`src/rtl/muldiv_pkg.sv`:
```
`default_nettype none
// ============================================================================
//  Module      : muldiv_pkg
//  Description : Shared definitions for the iterative multiply/divide unit.
//                Holds the operation encodings and the controller state type.
//  Revision    : 1.0 - initial release
// ============================================================================
package muldiv_pkg;

   // Operation encodings carried on the op field of the request.
   typedef logic [1:0] muldiv_op_t;

   localparam muldiv_op_t OP_MULT  = 2'b00;
   localparam muldiv_op_t OP_MULTU = 2'b01;
   localparam muldiv_op_t OP_DIV   = 2'b10;
   localparam muldiv_op_t OP_DIVU  = 2'b11;

   // Controller states, explicitly encoded so the register width is fixed.
   typedef enum logic [1:0] {
      IDLE = 2'd0,
      CALC = 2'd1,
      FIX  = 2'd2,
      DONE = 2'd3
   } muldiv_state_t;

endpackage
`default_nettype wire

```
`src/rtl/muldiv_if.sv`:
```
`default_nettype none
// ============================================================================
//  Module      : muldiv_if
//  Description : Request/response bundle between the control unit and the
//                multiply/divide coprocessor.
//                Requester -> unit : start, op, a, b
//                Unit -> requester : busy, done, hi, lo, div_zero
//                master modport : control unit side
//                slave modport  : coprocessor side
//  Revision    : 1.0 - initial release
// ============================================================================
interface muldiv_if #(
   parameter int WIDTH = 32
);
   import muldiv_pkg::*;

   logic             start;
   muldiv_op_t       op;
   logic [WIDTH-1:0] a;
   logic [WIDTH-1:0] b;
   logic             busy;
   logic             done;
   logic [WIDTH-1:0] hi;
   logic [WIDTH-1:0] lo;
   logic             div_zero;

   modport master (
      output start, op, a, b,
      input  busy, done, hi, lo, div_zero
   );

   modport slave (
      input  start, op, a, b,
      output busy, done, hi, lo, div_zero
   );

endinterface
`default_nettype wire

```
`src/rtl/muldiv_signfix.sv`:
```
`default_nettype none
// ============================================================================
//  Module      : muldiv_signfix
//  Description : Combinational conditional two's-complement negate. Used both
//                to take operand magnitudes and to restore result signs.
//  Ports       : i_value  - input word
//                i_negate - 1: output is -i_value, 0: output is i_value
//                o_result - corrected word
//  Revision    : 1.0 - initial release
// ============================================================================
module muldiv_signfix #(
   parameter int WIDTH = 32
) (
   input  logic [WIDTH-1:0] i_value,
   input  logic             i_negate,
   output logic [WIDTH-1:0] o_result
);

   assign o_result = i_negate ? (~i_value + WIDTH'(1)) : i_value;

endmodule
`default_nettype wire

```
`src/rtl/muldiv_unit.sv`:
```
`default_nettype none
// ============================================================================
//  Module      : muldiv_unit
//  Description : Iterative signed/unsigned multiply and divide coprocessor
//                feeding the HI/LO registers. One shift-add (multiply) or
//                restoring shift-subtract (divide) step per cycle, followed by
//                a sign-correction cycle and a one-cycle done pulse.
//  Ports       : clk   - system clock, rising edge
//                reset - synchronous active-low reset
//                bus   - muldiv_if.slave (start/op/a/b in, busy/done/hi/lo/
//                        div_zero out)
//  Options     : MULDIV_EARLY_OUT_EN - when defined, a multiply with a zero
//                operand skips the iteration phase (IDLE -> FIX -> DONE).
//  Revision    : 1.0 - initial release
// ============================================================================
module muldiv_unit
   import muldiv_pkg::*;
#(
   parameter  int WIDTH = 32,
   localparam int CNT_W = $clog2(WIDTH + 1)
) (
   input  logic    clk,
   input  logic    reset,
   muldiv_if.slave bus
);

   muldiv_state_t      r_state;
   logic               r_isDiv;
   logic               r_negRes;     // quotient / product must be negated
   logic               r_negRem;     // remainder takes the dividend's sign
   logic [WIDTH-1:0]   r_aMag;
   logic [WIDTH-1:0]   r_bMag;
   // Multiply: full 2W product accumulator (multiplier shifts out of bit 0).
   // Divide: low half holds the dividend shifting out / quotient shifting in.
   logic [2*WIDTH-1:0] r_acc;
   logic [WIDTH-1:0]   r_rem;
   logic [CNT_W-1:0]   r_cnt;
   logic [WIDTH-1:0]   r_hi;
   logic [WIDTH-1:0]   r_lo;
   logic               r_divZero;

   // ---------------------------------------------------------------- request
   logic             w_startDiv;
   logic             w_startSigned;
   logic             w_bZero;
   logic             w_earlyOut;
   logic [WIDTH-1:0] w_aMag;
   logic [WIDTH-1:0] w_bMag;

   assign w_startDiv    = (bus.op == OP_DIV)  || (bus.op == OP_DIVU);
   assign w_startSigned = (bus.op == OP_MULT) || (bus.op == OP_DIV);
   assign w_bZero       = (bus.b == '0);

`ifdef MULDIV_EARLY_OUT_EN
   assign w_earlyOut = !w_startDiv && ((bus.a == '0) || w_bZero);
`else
   assign w_earlyOut = 1'b0;
`endif

   muldiv_signfix #(.WIDTH(WIDTH)) u_aMag (
      .i_value  (bus.a),
      .i_negate (w_startSigned & bus.a[WIDTH-1]),
      .o_result (w_aMag)
   );

   muldiv_signfix #(.WIDTH(WIDTH)) u_bMag (
      .i_value  (bus.b),
      .i_negate (w_startSigned & bus.b[WIDTH-1]),
      .o_result (w_bMag)
   );

   // ------------------------------------------------------- iteration step
   logic [WIDTH:0]     w_mulSum;
   logic [2*WIDTH-1:0] w_mulNext;
   logic [WIDTH:0]     w_remShift;
   logic               w_remGe;
   logic [WIDTH-1:0]   w_remDiff;

   assign w_mulSum   = {1'b0, r_acc[2*WIDTH-1:WIDTH]}
                     + {1'b0, (r_acc[0] ? r_aMag : {WIDTH{1'b0}})};
   // The carry out of the add becomes the new top bit as everything shifts right.
   assign w_mulNext  = {w_mulSum, r_acc[WIDTH-1:1]};

   // Shifted partial remainder needs W+1 bits; after a successful subtract
   // the result is below the divisor, so W bits of difference suffice.
   assign w_remShift = {r_rem, r_acc[WIDTH-1]};
   assign w_remGe    = (w_remShift >= {1'b0, r_bMag});
   assign w_remDiff  = w_remShift[WIDTH-1:0] - r_bMag;

   // ------------------------------------------------------- sign correction
   logic [2*WIDTH-1:0] w_prodFix;
   logic [WIDTH-1:0]   w_quoFix;
   logic [WIDTH-1:0]   w_remFix;

   muldiv_signfix #(.WIDTH(2*WIDTH)) u_prodFix (
      .i_value  (r_acc),
      .i_negate (r_negRes),
      .o_result (w_prodFix)
   );

   muldiv_signfix #(.WIDTH(WIDTH)) u_quoFix (
      .i_value  (r_acc[WIDTH-1:0]),
      .i_negate (r_negRes),
      .o_result (w_quoFix)
   );

   muldiv_signfix #(.WIDTH(WIDTH)) u_remFix (
      .i_value  (r_rem),
      .i_negate (r_negRem),
      .o_result (w_remFix)
   );

   // ------------------------------------------------------------ controller
   always_ff @(posedge clk) begin
      if (!reset) begin
         r_state   <= IDLE;
         r_isDiv   <= 1'b0;
         r_negRes  <= 1'b0;
         r_negRem  <= 1'b0;
         r_aMag    <= '0;
         r_bMag    <= '0;
         r_acc     <= '0;
         r_rem     <= '0;
         r_cnt     <= '0;
         r_hi      <= '0;
         r_lo      <= '0;
         r_divZero <= 1'b0;
      end else begin
         case (r_state)
            IDLE: begin
               if (bus.start) begin
                  r_isDiv   <= w_startDiv;
                  r_negRes  <= w_startSigned & (bus.a[WIDTH-1] ^ bus.b[WIDTH-1]);
                  r_negRem  <= w_startSigned & bus.a[WIDTH-1];
                  r_aMag    <= w_aMag;
                  r_bMag    <= w_bMag;
                  r_rem     <= '0;
                  r_cnt     <= CNT_W'(WIDTH);
                  r_divZero <= 1'b0;
                  if (w_startDiv) begin
                     r_acc <= {{WIDTH{1'b0}}, w_aMag};
                  end else begin
                     r_acc <= {{WIDTH{1'b0}}, w_bMag};
                  end
                  if (w_startDiv && w_bZero) begin
                     // hi/lo are left untouched; only the flag reports.
                     r_divZero <= 1'b1;
                     r_state   <= DONE;
                  end else if (w_earlyOut) begin
                     r_acc   <= '0;
                     r_state <= FIX;
                  end else begin
                     r_state <= CALC;
                  end
               end
            end
            CALC: begin
               if (r_isDiv) begin
                  r_rem            <= w_remGe ? w_remDiff : w_remShift[WIDTH-1:0];
                  r_acc[WIDTH-1:0] <= {r_acc[WIDTH-2:0], w_remGe};
               end else begin
                  r_acc <= w_mulNext;
               end
               r_cnt <= r_cnt - CNT_W'(1);
               if (r_cnt == CNT_W'(1)) begin
                  r_state <= FIX;
               end
            end
            FIX: begin
               if (r_isDiv) begin
                  r_hi <= w_remFix;
                  r_lo <= w_quoFix;
               end else begin
                  r_hi <= w_prodFix[2*WIDTH-1:WIDTH];
                  r_lo <= w_prodFix[WIDTH-1:0];
               end
               r_state <= DONE;
            end
            DONE: begin
               r_state <= IDLE;
            end
            default: begin
               r_state <= IDLE;
            end
         endcase
      end
   end

   assign bus.busy     = (r_state == CALC) || (r_state == FIX);
   assign bus.done     = (r_state == DONE);
   assign bus.hi       = r_hi;
   assign bus.lo       = r_lo;
   assign bus.div_zero = r_divZero;

endmodule
`default_nettype wire

```
`src/flat_wrapper.sv`:
```
// flat-port wrapper written by rule: the top's interface ports become plain ports
module muldiv_unit_flat import muldiv_pkg::*;
#(
   parameter  int WIDTH = 32,
   localparam int CNT_W = $clog2(WIDTH + 1)
)
  (clk, reset, bus_start, bus_op, bus_a, bus_b, bus_busy, bus_done, bus_hi, bus_lo, bus_div_zero);
  muldiv_if #(.WIDTH(WIDTH)) bus_i ();
  input  logic clk;
  input  logic reset;
  input wire logic [$bits(bus_i.start)-1:0] bus_start;
  input wire logic [$bits(bus_i.op)-1:0] bus_op;
  input wire logic [$bits(bus_i.a)-1:0] bus_a;
  input wire logic [$bits(bus_i.b)-1:0] bus_b;
  output wire logic [$bits(bus_i.busy)-1:0] bus_busy;
  output wire logic [$bits(bus_i.done)-1:0] bus_done;
  output wire logic [$bits(bus_i.hi)-1:0] bus_hi;
  output wire logic [$bits(bus_i.lo)-1:0] bus_lo;
  output wire logic [$bits(bus_i.div_zero)-1:0] bus_div_zero;
  assign bus_i.start = bus_start;
  assign bus_i.op = bus_op;
  assign bus_i.a = bus_a;
  assign bus_i.b = bus_b;
  assign bus_busy = bus_i.busy;
  assign bus_done = bus_i.done;
  assign bus_hi = bus_i.hi;
  assign bus_lo = bus_i.lo;
  assign bus_div_zero = bus_i.div_zero;
  muldiv_unit #(.WIDTH(WIDTH)) u_core (.clk(clk), .reset(reset), .bus(bus_i));
endmodule
```
`config.mk`:
```
export PLATFORM = sky130hd
export DESIGN_NAME = muldiv_unit_flat
export DESIGN_NICKNAME = d
export VERILOG_FILES = /design/src/rtl/muldiv_pkg.sv /design/src/rtl/muldiv_if.sv /design/src/rtl/muldiv_signfix.sv /design/src/rtl/muldiv_unit.sv /design/src/flat_wrapper.sv
export SDC_FILE = /design/constraint.sdc
export NUM_CORES = 1
export LEC_CHECK = 0
export ABC_AREA = 1
export CELL_PAD_IN_SITES_DETAIL_PLACEMENT = 1
export CELL_PAD_IN_SITES_GLOBAL_PLACEMENT = 2
export CORE_MARGIN = 3
export CORE_UTILIZATION = 35
export DETAILED_ROUTE_END_ITERATION = 8
export GPL_ROUTABILITY_DRIVEN = 0
export PLACE_DENSITY = 0.95
export RECOVER_POWER = 50
export SLEW_MARGIN = 10
export SYNTH_ARGS = -nofsm -noshare
export SYNTH_HDL_FRONTEND = slang
export SYNTH_SLANG_ARGS = --single-unit
export TNS_END_PERCENT = 5
```
`constraint.sdc`:
```
create_clock -name clk -period 6.2 [get_ports clk]
set_input_delay 0.62 -clock clk [delete_from_list [all_inputs] [get_ports clk]]
set_output_delay 0.62 -clock clk [all_outputs]
set_load 0.05 [all_outputs]
```
# == Yosys cells after proc, flatten, opt, wreduce, memory -nomap -nowiden ==
# Cells that the tools add are included.
# op_classes
n_eq_ne,10
mux,24
bitwise,9
add_sub_neg,8
reduce_logical,13
order_cmp,1
# op_table
operator,n
2-to-1 mux 32 bit,13
adder 32 x 1 -> 32 bit (second input constant),4
2-to-1 mux 64 bit,2
inverter 32 bit,4
case mux 64 bit (2 select lines),1
adder 64 x 1 -> 64 bit (second input constant),1
inverter 64 bit,1
case mux 32 bit (2 select lines),1
adder 32 x 32 -> 33 bit,1
greater-or-equal comparator 33 x 32 -> 1 bit,1
logical NOT 32 bit,1
subtractor 32 bit,1
case mux 6 bit (2 select lines),1
equality test 2 bit (second input constant),4
case mux 2 bit (4 select lines),1
equality test 6 x 1 -> 1 bit (second input constant),1
2-to-1 mux 2 bit,3
2-to-1 mux 6 bit,1
AND reduction 2 bit,3
AND reduction 3 bit,2
subtractor 6 x 1 -> 6 bit (second input constant),1
logical NOT 2 bit,2
inequality test 2 x 1 -> 1 bit (second input constant),2
inequality test 2 bit (second input constant),2
other kinds (7),11
# word_totals
output_inout_bits,67
wordCells,78
ff_bits,236
in_bits,69

# == Logic depth before layout (Yosys ltp) ==
# logic_depth
ltp_word,7
depth_mapped,19

# == Cells and area by module ==
# From an unflattened synthesis, not the netlist that was laid out.
# unflattened
hier_cells,3767
area_unflattened_um2,22013.6
# modules_own_cells
module,area_per_inst_um2,instances,cells_per_inst,seq_area_each_um2
muldiv_unit,15217.1,1,2373,4724.5
muldiv_signfix at u_core.u_aMag ...,1108.6,4,227,0.0
muldiv_signfix at u_core.u_prodFix,2362.3,1,486,0.0

# == Worst setup path before layout ==
# No wires, ideal clock.
# synth_timing
path_kind,reg-to-reg
from,register u_core.r_acc[0]
to,register u_core.r_acc[63]
slack_ns,3.749
period_less_slack_ns,2.451
arrival_time_ns,2.378
n_path_buf,2
stages_incl_launch_ff,19
path_cell_list,dfxtp_1 -> buf_6 -> clkbuf_1 -> nand2_1 -> inv_1 -> ha_1 -> inv_1 -> fa_1 -> inv_1 -> nand2_1 -> o21ai_2 -> inv_1 -> o21bai_1 -> nand3_1 -> nand3_1 -> nand2_1 -> nand2_1 -> nand2_1 -> a21oi_1
# synth_via
elab_chain_cells,4
# synth_lines
element,line_no,rtl
from (decl),muldiv_unit.sv:35,logic [2*WIDTH-1:0] r_acc;
from (signal assigned),muldiv_unit.sv:141,"r_acc <= {{WIDTH{1'b0}}, w_aMag};"
from (signal assigned),muldiv_unit.sv:143,"r_acc <= {{WIDTH{1'b0}}, w_bMag};"
"from (signal, indexed assignment)",muldiv_unit.sv:160,"r_acc[WIDTH-1:0] <= {r_acc[WIDTH-2:0], w_remGe};"
2-to-1 mux 32 bit,muldiv_unit.sv:80,"+ {1'b0, (r_acc[0] ? r_aMag : {WIDTH{1'b0}})};"
adder 32 x 32 -> 33 bit,muldiv_unit.sv:80,
2-to-1 mux 32 bit,muldiv_unit.sv:158,if (r_isDiv) begin
case mux 64 bit (2 select lines),muldiv_unit.sv:129,case (r_state)
# No other way between the ends. The select of a mux whose other input is x is not followed.
# A chain may end at the register's enable or synchronous reset.

==> metrics.txt <==
floorplan die width 244 um; number of synthesized flops with an enable pin 0; Placement Rows 86; maximum number of pins on one net before global-route repair 95; depth of the most critical reg-to-reg path 14; Max-Cap Viols 4; number of instances resized during post-cts repair 0; largest stage delay on the critical path 1860 ps; relative slew slack -103%; source-to-sink clock delay at the later pin of the worst-skew pair 590 ps; DRT antenna net count 0; Initial Utilization 35.6%; final net count 3,450; Main synth FF type sky130_fd_sc_hd__dfxtp_1; standard cell with the maximum stage delay on the critical path sky130_fd_sc_hd__clkinvlp_2; number of buffer and inverter instances along the worst setup path 4; antenna cells 0; global route overflow 0; share of the yosys chip area belonging to registers 23.9%; clk_skew 14.3 ps; class of the most critical hold timing path flop to flop; die outline area 59,300 sq um; hpwl dp 65,800 um; clock-pin slew on the worst setup and hold paths 60 ps; vias 22,300; Synth Net Count 3,396; start-to-end type of the worst setup path primary input to flop; overall global routing resource usage 27.1%; post-route DRC violation count 0; # port buffers 135; placed cell count 4,020; cell family with the largest share of critical-path delay buffers and inverters; largest voltage drop on the vdd net 0.000214 V; critical path capture point type flop; area of the core 55,500 sq um; fin crit share 71.0%; I/O pins 136; Worst Tran Pin Value 3050 ps; Final setup viols 0; count of synthesis-stage warnings from yosys 0; wire length of the first global-routing pass 127,000 um; area of the mapped netlist 19,800 sq um; fill count 7,486; failing checks max-capacitance violations, max-slew violations; achievable frequency 227 MHz; required time at the worst-slack endpoint 6730 ps; post-DR vias/cell 5.47; share of post-route cells with drive strength above 1 7.19%; clock sink count 236; Startpoint Class primary input; async set or reset register ratio after synthesis 0%; fin. max-slew vios 250; cell-by-cell listing of the critical path clkbuf_2 -> clkinvlp_2 -> buf_4 -> a21oi_1 -> o21ai_0 -> inv_1; commonest non-fill, non-tap cell in the layout sky130_fd_sc_hd__nand2_1; FF+latch count, synth 236; WL/cell 20.4 um; final total negative setup slack 0 ps; maximum buffer depth of the clock tree 3; Initial DRC Count 1,771; Mean Syn Cell Area 6.08 sq um; synthesis-to-finish area growth 14.4%; number of buffers inserted by post-CTS setup repair 0; static leakage 11.0 nW; final hold violation count 0; commonest cells after routing, fill and taps aside sky130_fd_sc_hd__nand2_1, sky130_fd_sc_hd__inv_1, sky130_fd_sc_hd__nand3_1; Synth cell types 53; total detailed-routing wirelength 83,300 um; Stages on worst setup path 6; worst hold stages 2; post-route insts no fill 4,074; via count of the first global-routing pass 21,600; setup repair after global routing missed its margin false; power density normalized to cell area 390 nW/um^2; run status finished, violations left; cells after synthesis 3,250; maximum fanout encountered on the critical timing path 78; arrival time at the worst endpoint 4930 ps; TritonCTS Buffers 30; final critical-path required period 4400 ps; count of hold-fix buffers inserted at cts 0; H-Tree Depth 1; CTS tree built; vertical die dimension 244 um; buffer cell driving the clock tree root sky130_fd_sc_hd__clkbuf_16; length of the first detailed-routing pass in iterations 7; number of antenna violations at the first check in global routing 1
[cell usage after synthesis, types with 7 or more instances]
cell,number,share of area (%)
sky130_fd_sc_hd__buf_6,8,0.46
sky130_fd_sc_hd__nor2_2,28,0.89
sky130_fd_sc_hd__a221oi_1,32,1.4
sky130_fd_sc_hd__o21a_1,7,0.27
sky130_fd_sc_hd__xnor2_1,22,0.98
sky130_fd_sc_hd__a21oi_2,20,0.89
sky130_fd_sc_hd__nand4_1,46,1.5
sky130_fd_sc_hd__nor3_1,26,0.66
sky130_fd_sc_hd__nand3b_1,29,1.1
sky130_fd_sc_hd__nand2_2,51,1.6
sky130_fd_sc_hd__o211ai_1,68,2.6
sky130_fd_sc_hd__o21ai_1,18,0.46
sky130_fd_sc_hd__clkbuf_1,75,1.4
sky130_fd_sc_hd__a21oi_1,253,6.4
sky130_fd_sc_hd__nor2_1,285,5.4
sky130_fd_sc_hd__ha_1,75,4.7
sky130_fd_sc_hd__nand3_2,35,1.8
sky130_fd_sc_hd__inv_1,438,8.3
sky130_fd_sc_hd__o221ai_1,15,0.66
sky130_fd_sc_hd__nand2_1,806,15
sky130_fd_sc_hd__or2_2,13,0.41
sky130_fd_sc_hd__nand3_1,294,7.4
sky130_fd_sc_hd__o21ai_0,188,4.8
sky130_fd_sc_hd__a31oi_1,13,0.41
sky130_fd_sc_hd__buf_1,16,0.30
sky130_fd_sc_hd__and2_1,8,0.25
sky130_fd_sc_hd__dfxtp_1,236,24
sky130_fd_sc_hd__inv_2,22,0.42
sky130_fd_sc_hd__buf_2,23,0.58
sky130_fd_sc_hd__xor2_1,39,1.7
[registers in the layout (all words and copies together), names as in the netlist]
signal,count
u_core.r_negRem,1
u_core.r_isDiv,1
u_core.r_bMag,32
u_core.r_acc,64
u_core.r_rem,32
u_core.bus.lo,32
u_core.r_negRes,1
u_core.r_cnt,6
u_core.bus.hi,32
u_core.bus.div_zero,1
u_core.r_state,2
u_core.r_aMag,32
[logic make-up after synthesis]
family / count (synthesis) / synth area share, %
XOR/XNOR: 61 / 2.70
buffers and inverters: 594 / 12.0
flip-flops: 236 / 23.9
adder cells (fa/ha/maj): 77 / 4.95
AND/OR/NAND/NOR: 1645 / 37.6
AO/OA/AOI/OAI: 637 / 18.8
[metal layers]
layer / GRT usage (%) / share of wire, % / up-vias
met3: 2.69 / 5.5 / 122
li1: - / - / 10800
met5: 0 / 0 / -
met4: 9.08 / 3.7 / 0
met1: 37.8 / 46 / 10700
met2: 43.8 / 44 / 633
[area by class of cell]
| class | count | area (sq um) | share of cell area (%) |
|---|---|---|---|
| Clock inverter | 14 | 255 | 1.13 |
| Sequential cell | 236 | 4730 | 20.9 |
| Multi-Input combinational cell | 2420 | 12600 | 55.8 |
| Tap cell | 748 | 936 | 4.14 |
| Clock buffer | 40 | 880 | 3.89 |
| Timing Repair Buffer | 150 | 1450 | 6.40 |
| Inverter | 466 | 1750 | 7.75 |
[power by group]
group / switching (mW) / internal [mW] / total [mW]
Sequential: 0.446 / 1.91 / 2.35
Clock: 0.752 / 1.28 / 2.03
Combinational: 3.19 / 1.24 / 4.44
Total: 4.39 / 4.43 / 8.82
[metrics by stage]
step | power (mW) | cell area [sq um] | hold slack (ps) | setup slack (ps) | utilization [%]
final | 8.82 | 22600 | 477 | 1800 | 40.7
after global routing | 9.33 | 22600 | 497 | 1480 | 40.7
after CTS | 8.87 | 22700 | 472 | 2800 | 40.9
after detailed placement | 6.80 | 21600 | 460 | 2790 | 38.8
after global placement | 6.74 | 21600 | 453 | 2910 | 38.8
after floorplan | 5.30 | 19800 | 438 | 3750 | -
[tightest hold or removal path: cells and delay by family (launching register included)]
family                 cells  cell delay (ps)
AOI/OAI and AO/OA          1               80
buffers and inverters      1               50
DFF                        1              320
[path summary, 6_finish.rpt]
| path | startpoint | slack (ps) | to |
|---|---|---|---|
| setup reg to reg | u_core.r_acc[0]$_SDFFE_PN0P_ | 1800 | u_core.bus.lo[26]$_SDFFE_PN0P_ |
| setup / recovery | reset | 1800 | u_core.r_bMag[19]$_SDFFE_PN0P_ |
| hold / removal | u_core.bus.lo[27]$_SDFFE_PN0P_ | 480 | u_core.bus.lo[27]$_SDFFE_PN0P_ |
| hold reg to reg | u_core.bus.lo[27]$_SDFFE_PN0P_ | 480 | u_core.bus.lo[27]$_SDFFE_PN0P_ |
Power figures use the tool's default switching activity.
